[src/rtl/my_register.sv]
// my_register: WIDTH-bit parallel-load register that updates on a slow tick from its own clock divider.
// Define MY_REGISTER_SYNC_EN to pass load/d through a 2-flop synchronizer before use.
module my_register #(
   parameter int CLK_FREQ = 50_000_000,
   parameter int TICK_HZ  = 1,
   parameter int WIDTH    = 4
) (
   input  logic             clk,
   input  logic             clr,
   input  logic             load,
   input  logic [WIDTH-1:0] d,
   output logic [WIDTH-1:0] q,
   output logic             clk_1Hz
);

   localparam int HALF  = (TICK_HZ > 0) ? (CLK_FREQ / (2 * TICK_HZ)) : 0;
   localparam int CNT_W = (HALF > 1) ? $clog2(HALF + 1) : 1;
   localparam logic [CNT_W-1:0] CNT_LAST = CNT_W'(HALF - 1);

   generate
      if (HALF < 1) begin : g_bad_half
         $error("my_register: CLK_FREQ/(2*TICK_HZ) must be >= 1");
      end
   endgenerate

   logic [CNT_W-1:0] cnt_r;
   logic             clk_1hz_r;
   logic [WIDTH-1:0] q_r;
   logic             load_s;
   logic [WIDTH-1:0] d_s;
   logic             wrap_s;
   logic             tick_s;

`ifdef MY_REGISTER_SYNC_EN
   logic             load_meta_r;
   logic             load_sync_r;
   logic [WIDTH-1:0] d_meta_r;
   logic [WIDTH-1:0] d_sync_r;

   // Two-stage synchronizer for the switch inputs.
   always_ff @(posedge clk or negedge clr) begin
      if (!clr) begin
         load_meta_r <= 1'b0;
         load_sync_r <= 1'b0;
         d_meta_r    <= {WIDTH{1'b0}};
         d_sync_r    <= {WIDTH{1'b0}};
      end else begin
         load_meta_r <= load;
         load_sync_r <= load_meta_r;
         d_meta_r    <= d;
         d_sync_r    <= d_meta_r;
      end
   end

   assign load_s = load_sync_r;
   assign d_s    = d_sync_r;
`else
   assign load_s = load;
   assign d_s    = d;
`endif

   // Wrap and tick decode; the tick is the edge on which clk_1Hz rises.
   always_comb begin
      wrap_s = (cnt_r == CNT_LAST);
      tick_s = wrap_s && !clk_1hz_r;
   end

   // Divider counter and square-wave output.
   always_ff @(posedge clk or negedge clr) begin
      if (!clr) begin
         cnt_r     <= {CNT_W{1'b0}};
         clk_1hz_r <= 1'b0;
      end else if (wrap_s) begin
         cnt_r     <= {CNT_W{1'b0}};
         clk_1hz_r <= ~clk_1hz_r;
      end else begin
         cnt_r     <= cnt_r + CNT_W'(1'b1);
         clk_1hz_r <= clk_1hz_r;
      end
   end

   // Data register, loaded only on a tick with load asserted.
   always_ff @(posedge clk or negedge clr) begin
      if (!clr) begin
         q_r <= {WIDTH{1'b0}};
      end else if (tick_s && load_s) begin
         q_r <= d_s;
      end else begin
         q_r <= q_r;
      end
   end

   assign q       = q_r;
   assign clk_1Hz = clk_1hz_r;

endmodule

[config.mk]
export PLATFORM = sky130hd
export DESIGN_NAME = my_register
export DESIGN_NICKNAME = d
export VERILOG_FILES = /design/src/rtl/my_register.sv
export SDC_FILE = /design/constraint.sdc
export NUM_CORES = 1
export LEC_CHECK = 0
export CORE_MARGIN = 5
export CORE_UTILIZATION = 60
export DETAILED_ROUTE_END_ITERATION = 7
export GPL_ROUTABILITY_DRIVEN = 0
export PLACE_DENSITY = 0.91
export SKIP_CTS_REPAIR_TIMING = 1
export SLEW_MARGIN = 40
export SYNTH_ARGS = -nofsm -noshare
export SYNTH_HDL_FRONTEND = slang
export SYNTH_SLANG_ARGS = --single-unit
[constraint.sdc]
create_clock -name clk -period 5.6 [get_ports clk]
set_clock_uncertainty 0.05 [all_clocks]
set_input_delay 0.56 -clock clk [delete_from_list [all_inputs] [get_ports clk]]
set_output_delay 0.56 -clock clk [all_outputs]
set_load 0.01 [all_outputs]
# Yosys cells after proc, flatten, opt, wreduce, memory -nomap -nowiden

Index checks and enable logic that the tools add are counted.

Bits of input ports: 7
Output and inout bits: 5
Logic and storage cells: 10
Register bits after elaboration: 30

Equality and inequality tests: 1
Reduce and logical (&&, ||, !) cells: 3
Bitwise gates (word level): 1
Mux-type cells: 1
$add $sub $neg: 1

Operators by type and width:

| kind                                           | count |
|---|---|
| adder 25 x 1 -> 25 bit (second input constant) | 1 |
| == test 25 bit (second input constant)         | 1 |
| two-way mux 25 bit                             | 1 |
| logical AND 1 bit                              | 2 |
| logical NOT 1 bit                              | 1 |
| inverter 1 bit                                 | 1 |

# Depth between registers and ports, before layout

Gate-level depths: netlist of the first run.

Depth after elaboration: 3
Depth in mapped cells: 6
Depth with buffers taken out: 4

# Least setup slack after synthesis of the first run

OpenSTA, ideal clock, no wires.

Path type: reg2reg
Start point: register cnt_r[6]
End point: register q_r[0] (netlist: q[0])
Path buffers: 0
Data arrival time: 1,604 ps
Slack: 3,821 ps
Stages on the path, launching flop included: 5
Required time: 5,425 ps
Cells stage by stage: dfrtp_1 > nor4b_1 > nand3_1 > nor4_4 > mux2_2

Cells in the longest elaborated chain, start to end: 3

Ends and longest elaborated chain:

| element                | RTL line | RTL |
|---|---|---|
| from (decl)            | 26       | `logic [CNT_W-1:0] cnt_r;` |
| from (signal assigned) | 71       | `cnt_r <= {CNT_W{1'b0}};` |
| from (signal assigned) | 74       | `cnt_r <= {CNT_W{1'b0}};` |
| from (signal assigned) | 77       | `cnt_r <= cnt_r + CNT_W'(1'b1);` |
| == test 25 bit         | 64       | `wrap_s = (cnt_r == CNT_LAST);` |
| logical AND 1 bit      | 65       | `tick_s = wrap_s && !clk_1hz_r;` |
| logical AND 1 bit      | 86       | `end else if (tick_s && load_s) begin` |
| to (signal assigned)   | 85       | `q_r <= {WIDTH{1'b0}};` |
| to (signal assigned)   | 87       | `q_r <= d_s;` |
| to (signal assigned)   | 89       | `q_r <= q_r;` |
| to (decl)              | 28       | `logic [WIDTH-1:0] q_r;` |

No other way between the ends.
A chain may end at the register's enable or synchronous reset.

# Final worst setup path of the first run

Start point: register cnt_r[2]
End point: register cnt_r[24]

Cells in the longest elaborated chain, start to end: 2
Elaborated cells on any way between the ends: 3
Those cells by class: add/sub: 1; eq/ne: 1; mux: 1

Ends and longest elaborated chain:

| element                                                         | RTL line | RTL |
|---|---|---|
| adder 25 x 1 -> 25 bit / == test 25 bit (equally long branches) | 77, 64   |  |
| two-way mux 25 bit (*)                                          | 73       | `end else if (wrap_s) begin` |

Every way passes the cells marked *; elsewhere a longest branch is shown, timed or not.

==> Flow_metrics.wiki, run 1 <==
{| class="wikitable"
! Metric !! Value
|-
| Sequential fraction of the synthesis area || 0.512
|-
| Largest voltage drop on the vdd net || roughly 0.00018 V
|-
| Final setup violation count || 0
|-
| Vert. Die Dim || between 50 and 60 um
|-
| Post-Syn Area per Cell || around 11 um^2
|-
| Placed Cells incl. Taps || ~170
|-
| Grt ovf || 0
|-
| Placeable Area || between 2000 and 2500 um^2
|-
| Number of antenna violations at the first check in global routing || 0
|-
| WS Path Type || flip-flop to flip-flop
|-
| Top sig layer || met4
|-
| Post-synthesis cell count || 133
|-
| TNS Setup || 0 ps
|-
| Post-DP HPWL || 1960 um
|-
| IO Count || 12
|-
| Number of nets with antenna violations after detailed routing || 0
|-
| Transition time at the pin with the least slew margin || around 600 ps
|-
| Clock buffer count from CTS || 5
|-
| Via count || around 1.1k
|-
| Final Non-Filler Cells || 179
|-
| Vias per cell || around 6.0
|-
| Signed area change from the synthesized netlist to the final layout || 13.0%
|-
| Die ar. || about 3500 um^2
|-
| Synth Cell Area || roughly 1500 um^2
|-
| Met3 wire length || between 150 and 200 um
|-
| Critical-path top delay cell || sky130_fd_sc_hd__or4b_1
|-
| Count of buffers inserted at the top-level ports || 11
|-
| Count of endpoints failing hold in the final timing report || 0
|-
| Type of the most critical hold path || flip-flop to flip-flop
|-
| Clock transition at the registers of the reported paths || 90 ps
|-
| Maximum fanout count along the critical path || 11
|-
| First-pass GRT wire length || around 4700 um
|-
| Worst path max stage delay || about 640 ps
|-
| Count of TritonRoute iterations in the first routing pass || 4
|-
| Post-Route M1 WL || between 1000 and 1500 um
|-
| Normalized max-slew margin || 0.610
|-
| Effective utilization at floorplan || 0.609
|-
| Insertion delay of the later-clocked pin in the worst-skew pair || approximately 330 ps
|-
| Std-Cell Rows || 18
|-
| Nature of the critical path endpoint || flip-flop
|-
| LEAKAGE || 0.000714 uW
|-
| Net count of the mapped netlist || 141
|-
| Run status || complete, no violations
|-
| Number of library cell types mapped by synthesis || 33
|-
| Critical Path, Cell by Cell || and4_1, nand4_1, or4b_1, a21oi_1
|-
| GRT Util Overall || 0.182
|-
| Final slew viol count || 0
|-
| Fraction of layout instances using a drive strength above 1 || 0.121
|-
| Kind of launch point of the worst setup path || flip-flop
|-
| Clock tree root buffer cell || sky130_fd_sc_hd__clkbuf_4
|-
| Number of global-route vias before repair || around 1.0k
|-
| DRC violation count after routing || 0
|-
| Layout fillers || a little under 200
|-
| NumNets Final || roughly 160
|-
| Worst hold slack after final layout || about 410 ps
|-
| Tmin final || roughly 2300 ps
|-
| Final wirelength || roughly 2800 um
|-
| Power density of the placed cells || between 200 and 250 nW/um^2
|-
| Pin count of the biggest net entering global routing || 31
|-
| Width of the die || 59.5 um
|-
| RSZ-0062 raised after global routing || false
|-
| Clk buf depth || 2
|-
| Portion of the clock cycle consumed by the worst path in the final layout || 0.408
|-
| Met2 wire length || 1340 um
|-
| Final antenna diode count || 0
|-
| Placement-stage cell area || 1600 um^2
|-
| Critical path data required time || 5800 ps
|-
| Count of routing violations after the opening detailed-route iteration || 50
|-
| Max Cap Viol || 0
|-
| H-tree levels || 2
|-
| Total of flip-flops plus latches after synthesis || 30
|-
| Number of clock sinks || 30
|-
| Data arrival time at the worst-slack endpoint || 2490 ps
|-
| Maximum clock frequency || 438 MHz
|-
| Final standard cell area without fillers || approximately 1700 um^2
|-
| Wire length per cell after detailed routing || 15.4 um
|-
| Clock tree from TritonCTS || yes
|-
| Number of warning messages in the yosys log || 0
|-
| Finished Core Util || 0.688
|}
cell usage in the layout (no fill, tap or decap):
cell / n
sky130_fd_sc_hd__dfrtp_1: 30
sky130_fd_sc_hd__clkdlybuf4s50_1: 11
sky130_fd_sc_hd__nand2_1: 9
sky130_fd_sc_hd__xor2_1: 8
sky130_fd_sc_hd__nand4_1: 7
sky130_fd_sc_hd__nor2_1: 7
sky130_fd_sc_hd__o21ai_0: 7
sky130_fd_sc_hd__xnor2_1: 7
sky130_fd_sc_hd__nand3_1: 6
sky130_fd_sc_hd__a21oi_1: 6
sky130_fd_sc_hd__and4_1: 5
sky130_fd_sc_hd__nor3_1: 5
sky130_fd_sc_hd__clkbuf_4: 5
sky130_fd_sc_hd__or3_1: 4
sky130_fd_sc_hd__mux2_2: 4
sky130_fd_sc_hd__mux2i_1: 3
sky130_fd_sc_hd__inv_1: 3
sky130_fd_sc_hd__nand4_4: 2
sky130_fd_sc_hd__nor4b_1: 2
sky130_fd_sc_hd__and2_0: 1
sky130_fd_sc_hd__and2_1: 1
sky130_fd_sc_hd__and3_1: 1
sky130_fd_sc_hd__o31ai_1: 1
sky130_fd_sc_hd__or4_1: 1
sky130_fd_sc_hd__nor2_2: 1
sky130_fd_sc_hd__and4_2: 1
sky130_fd_sc_hd__and2_2: 1
sky130_fd_sc_hd__nor2b_1: 1
sky130_fd_sc_hd__o41ai_1: 1
sky130_fd_sc_hd__or4b_1: 1
sky130_fd_sc_hd__nand2b_1: 1
sky130_fd_sc_hd__nor4_4: 1
sky130_fd_sc_hd__ha_1: 1
sky130_fd_sc_hd__clkbuf_8: 1
sky130_fd_sc_hd__clkinv_2: 1
sky130_fd_sc_hd__clkbuf_1: 1
sky130_fd_sc_hd__buf_4: 1
synthesized netlist by cell type (all sizes together):
| library cell | instances | area share |
|---|---|---|
| mux2 | 4 | 0.031 |
| xor2 | 8 | 0.048 |
| nand2 | 9 | 0.023 |
| ha | 1 | 0.0085 |
| and3 | 1 | 0.0043 |
| o41ai | 1 | 0.0060 |
| nand4 | 9 | 0.059 |
| o21ai | 7 | 0.024 |
| nor2 | 8 | 0.020 |
| xnor2 | 7 | 0.042 |
| nor2b | 1 | 0.0043 |
| or3 | 4 | 0.017 |
| dfrtp | 30 | 0.51 |
| and2 | 3 | 0.014 |
| nor3 | 5 | 0.017 |
| nor4b | 2 | 0.012 |
| or4 | 1 | 0.0051 |
| a21oi | 6 | 0.020 |
| nand2b | 1 | 0.0043 |
| and4 | 6 | 0.037 |
| nand3 | 6 | 0.020 |
| inv | 3 | 0.0077 |
| buf | 3 | 0.014 |
| clkbuf | 1 | 0.0034 |
| o31ai | 1 | 0.0051 |
| or4b | 1 | 0.0068 |
| nor4 | 1 | 0.014 |
| mux2i | 3 | 0.020 |
per-stage QoR:
stage | total power [uW] | worst slack (ps)
2_1_floorplan | 225 | 3820
3_3_place_gp | 237 | 3440
3_5_place_dp | 238 | 3380
4_1_cts | 370 | 3350
5_1_grt | 384 | 3180
6_report | 366 | 3320
worst max-delay path: cells and delay by family, from the launching register on:
| kind | cells | cell delay [ps] |
|---|---|---|
| AO/OA/AOI/OAI | 1 | 150 |
| AND/OR/NAND/NOR | 3 | 1590 |
| flip-flops | 1 | 420 |
layer usage:
metal / vias to the layer above / global-route usage
li1: 508 / -
met1: 517 / 0.229
met2: 38 / 0.284
met3: 8 / 0.0479
met4: 0 / 0.0971
met5: - / 0
logic make-up (layout without fill, tap and decap cells):
| kind of cell | after synthesis | count (layout) | synth area share |
|---|---|---|---|
| and+or+nand+nor | 58 | 58 | 0.258 |
| DFF | 30 | 30 | 0.512 |
| AOI/OAI and AO/OA | 15 | 15 | 0.0554 |
| xor gates and xnor gates | 15 | 15 | 0.0895 |
| muxes | 7 | 7 | 0.0511 |
| buffers and inverters | 7 | 23 | 0.0256 |
| adders and majority gates | 1 | 1 | 0.00852 |
flip-flops by register name, indices dropped and copies added (netlist names):
| signal | count |
|---|---|
| q | 4 |
| cnt_r | 25 |
| clk_1Hz | 1 |
final timing paths:
kind	slack, ps	from	cells past startpoint	end
worst min register to register	410	cnt_r[0]	1	cnt_r[0]
min in group asynchronous	550	clr	2	cnt_r[7]
max in group asynchronous	4670	clr	2	cnt_r[24]
worst max-delay path	3320	cnt_r[2]	4	cnt_r[24]
worst max register to register	3320	cnt_r[2]	4	cnt_r[24]
worst min-delay path	410	cnt_r[0]	1	cnt_r[0]
power breakdown:
| group | switching, uW | leakage (uW) | internal, uW |
|---|---|---|---|
| logic | 6.50 | 0.000278 | 7.64 |
| registers | 0.759 | 0.000400 | 218 |
| clock network | 72.6 | 0.0000353 | 60.7 |
final cells by class:
type	instances	area, um^2	share of cell area
Inverter	3	11.3	0.00679
Multi-Input combinational cell	96	682	0.411
Tap cell	30	37.5	0.0226
Clock buffer	7	55.1	0.0332
Timing Repair Buffer	12	118	0.0709
Clock inverter	1	5.00	0.00302
Sequential cell	30	751	0.452
Power figures use the tool's default switching activity.
==> run 2: changes to the inputs <==
Settings changed: CORE_UTILIZATION 60 to 56, PLACE_DENSITY 0.91 to 0.86.
Clock period 5.6 ns to 2.4 ns, I/O delays scaled along.
==> run 2 against run 1 <==
Die area up 5.9%. Fmax grew 12%. Final cell count up 1.1%. Via count grew 0.47%. Critical endpoint is now cnt_r[16].
==> Flow_metrics.wiki, run 2 (synthesized netlist as in run 1, its figures left out) <==
{| class="wikitable"
! Metric !! Value
|-
| Wire length per cell after detailed routing || about 15 um
|-
| Std-Cell Rows || 18
|-
| Power density of the placed cells || approximately 540 nW/um^2
|-
| Insertion delay of the later-clocked pin in the worst-skew pair || 320 ps
|-
| Number of antenna violations at the first check in global routing || 0
|-
| H-tree levels || 2
|-
| Grt ovf || 0
|-
| Reg2Reg Setup Slack || ~360 ps
|-
| Signed area change from the synthesized netlist to the final layout || 15.2%
|-
| Pin count of the biggest net entering global routing || 31
|-
| Most frequent cells in the layout || sky130_fd_sc_hd__dfrtp_1 (30), sky130_fd_sc_hd__clkdlybuf4s50_1 (11), sky130_fd_sc_hd__nand2_1 (9)
|-
| Maximum fanout count along the critical path || 9
|-
| Final wirelength || approximately 2700 um
|-
| WS Path Type || flip-flop to flip-flop
|-
| Type of the most critical hold path || input port to asynchronous set/reset pin
|-
| Post-DP HPWL || about 1800 um
|-
| Clock buffer count from CTS || 5
|-
| LEAKAGE || between 0.0007 and 0.0008 uW
|-
| Nature of the critical path endpoint || flip-flop
|-
| Worst path max stage delay || around 460 ps
|-
| Effective utilization at floorplan || 0.587
|-
| NumNets Final || between 150 and 200
|-
| Count of routing violations after the opening detailed-route iteration || 17
|-
| Number of global-route vias before repair || around 1.1k
|-
| Critical Path, Cell by Cell || and4_1, nand4_1, buf_4, or3_1, a21oi_1
|-
| Run status || complete, no violations
|-
| Most flops, register || cnt_r
|-
| GRT Util Overall || 0.176
|-
| Count of endpoints failing hold in the final timing report || 0
|-
| Data arrival time at the worst-slack endpoint || between 2000 and 2500 ps
|-
| Fraction of layout instances using a drive strength above 1 || 0.132
|-
| Max Cap Viol || 0
|-
| IO Count || 12
|-
| Placeable Area || 2500 um^2
|-
| Pre-CTS setup slack || ~390 ps
|-
| Die ar. || about 3700 um^2
|-
| DRC violation count after routing || 0
|-
| Clock tree root buffer cell || sky130_fd_sc_hd__clkbuf_4
|-
| Width of the die || between 60 and 70 um
|-
| Vert. Die Dim || between 60 and 70 um
|-
| Critical path data required time || between 2000 and 3000 ps
|-
| Final setup violation count || 0
|-
| Cell family with most CP delay || simple AND/OR/NAND/NOR gates
|-
| Final slew viol count || 0
|-
| Setup ws final || around 360 ps
|-
| Clock transition at the registers of the reported paths || ~90 ps
|-
| Total buffers and inverters traversed by the critical path || 1
|-
| Maximum clock frequency || roughly 500 MHz
|-
| Largest register FFs || 25
|-
| Layout fillers || 184
|-
| Tmin final || 2040 ps
|-
| Number of nets with antenna violations after detailed routing || 0
|-
| Critical-path top delay cell || sky130_fd_sc_hd__and4_1
|-
| Transition time at the pin with the least slew margin || ~440 ps
|-
| Count of TritonRoute iterations in the first routing pass || 4
|-
| First-pass GRT wire length || between 4000 and 5000 um
|-
| Portion of the clock cycle consumed by the worst path in the final layout || 0.849
|-
| TNS Setup || 0 ps
|-
| Vias per cell || 5.94
|-
| Most frequent standard cell in the layout excluding fill and tap cells || sky130_fd_sc_hd__dfrtp_1
|-
| Count of buffers inserted at the top-level ports || 11
|-
| Kind of launch point of the worst setup path || flip-flop
|-
| RSZ-0062 raised after global routing || false
|-
| Clock tree from TritonCTS || yes
|-
| Number of clock sinks || 30
|-
| Clk buf depth || 2
|-
| Largest voltage drop on the vdd net || around 0.00055 V
|-
| Via count || ~1.1k
|-
| Normalized max-slew margin || 0.703
|-
| Final antenna diode count || 0
|}
==> run 2: worst register-to-register path: stages (launching register included) <==
cell and delay (ps):
sky130_fd_sc_hd__dfrtp_1 430, sky130_fd_sc_hd__and4_1 460, sky130_fd_sc_hd__nand4_1 300, sky130_fd_sc_hd__buf_4 240, sky130_fd_sc_hd__or3_1 340, sky130_fd_sc_hd__a21oi_1 150
==> run 2: area by class of cell <==
type / count / area [um^2] / area share
Sequential cell: 30 / 751 / 0.444
Multi-Input combinational cell: 96 / 679 / 0.402
Clock buffer: 8 / 78.8 / 0.0466
Timing Repair Buffer: 14 / 133 / 0.0785
Tap cell: 30 / 37.5 / 0.0222
Inverter: 3 / 11.3 / 0.00666
==> run 2: worst paths after layout <==
check	endpoint	cells past startpoint	from
max in group asynchronous	q[0]	2	clr
min in group clk	cnt_r[0]	1	cnt_r[0]
min reg2reg	cnt_r[0]	1	cnt_r[0]
max reg2reg	cnt_r[16]	5	cnt_r[2]
min	cnt_r[5]	2	clr
max	cnt_r[16]	5	cnt_r[2]
==> run 2: metal layers <==
layer | wire [um] | vias up | share of wire | global-route usage
li1 | - | 514 | - | -
met1 | 1190 | 519 | 0.45 | 0.218
met2 | 1260 | 35 | 0.47 | 0.255
met3 | 152 | 8 | 0.057 | 0.0881
met4 | 70 | 0 | 0.026 | 0.0867
met5 | 0 | - | 0 | 0
==> run 2: power by group <==
part | total [uW] | switching, uW | internal (uW) | leakage [uW]
sequential | 510 | 1.60 | 508 | 0.000400
clock | 364 | 164 | 200 | 0.0000446
combinational | 32.4 | 14.6 | 17.8 | 0.000288
total | 906 | 180 | 726 | 0.000733
==> run 2: metrics by stage <==
step / hold slack (ps) / std cells / util / cell area (um^2) / power, uW
detailed placement: 400 / 173 / 0.645 / 1610 / 554
global route: 246 / 181 / 0.676 / 1690 / 952
global placement: 387 / 173 / 0.645 / 1610 / 553
floorplan: -106 / 133 / - / 1470 / 526
CTS: 241 / 181 / 0.676 / 1690 / 920
finish: 242 / 181 / 0.676 / 1690 / 906
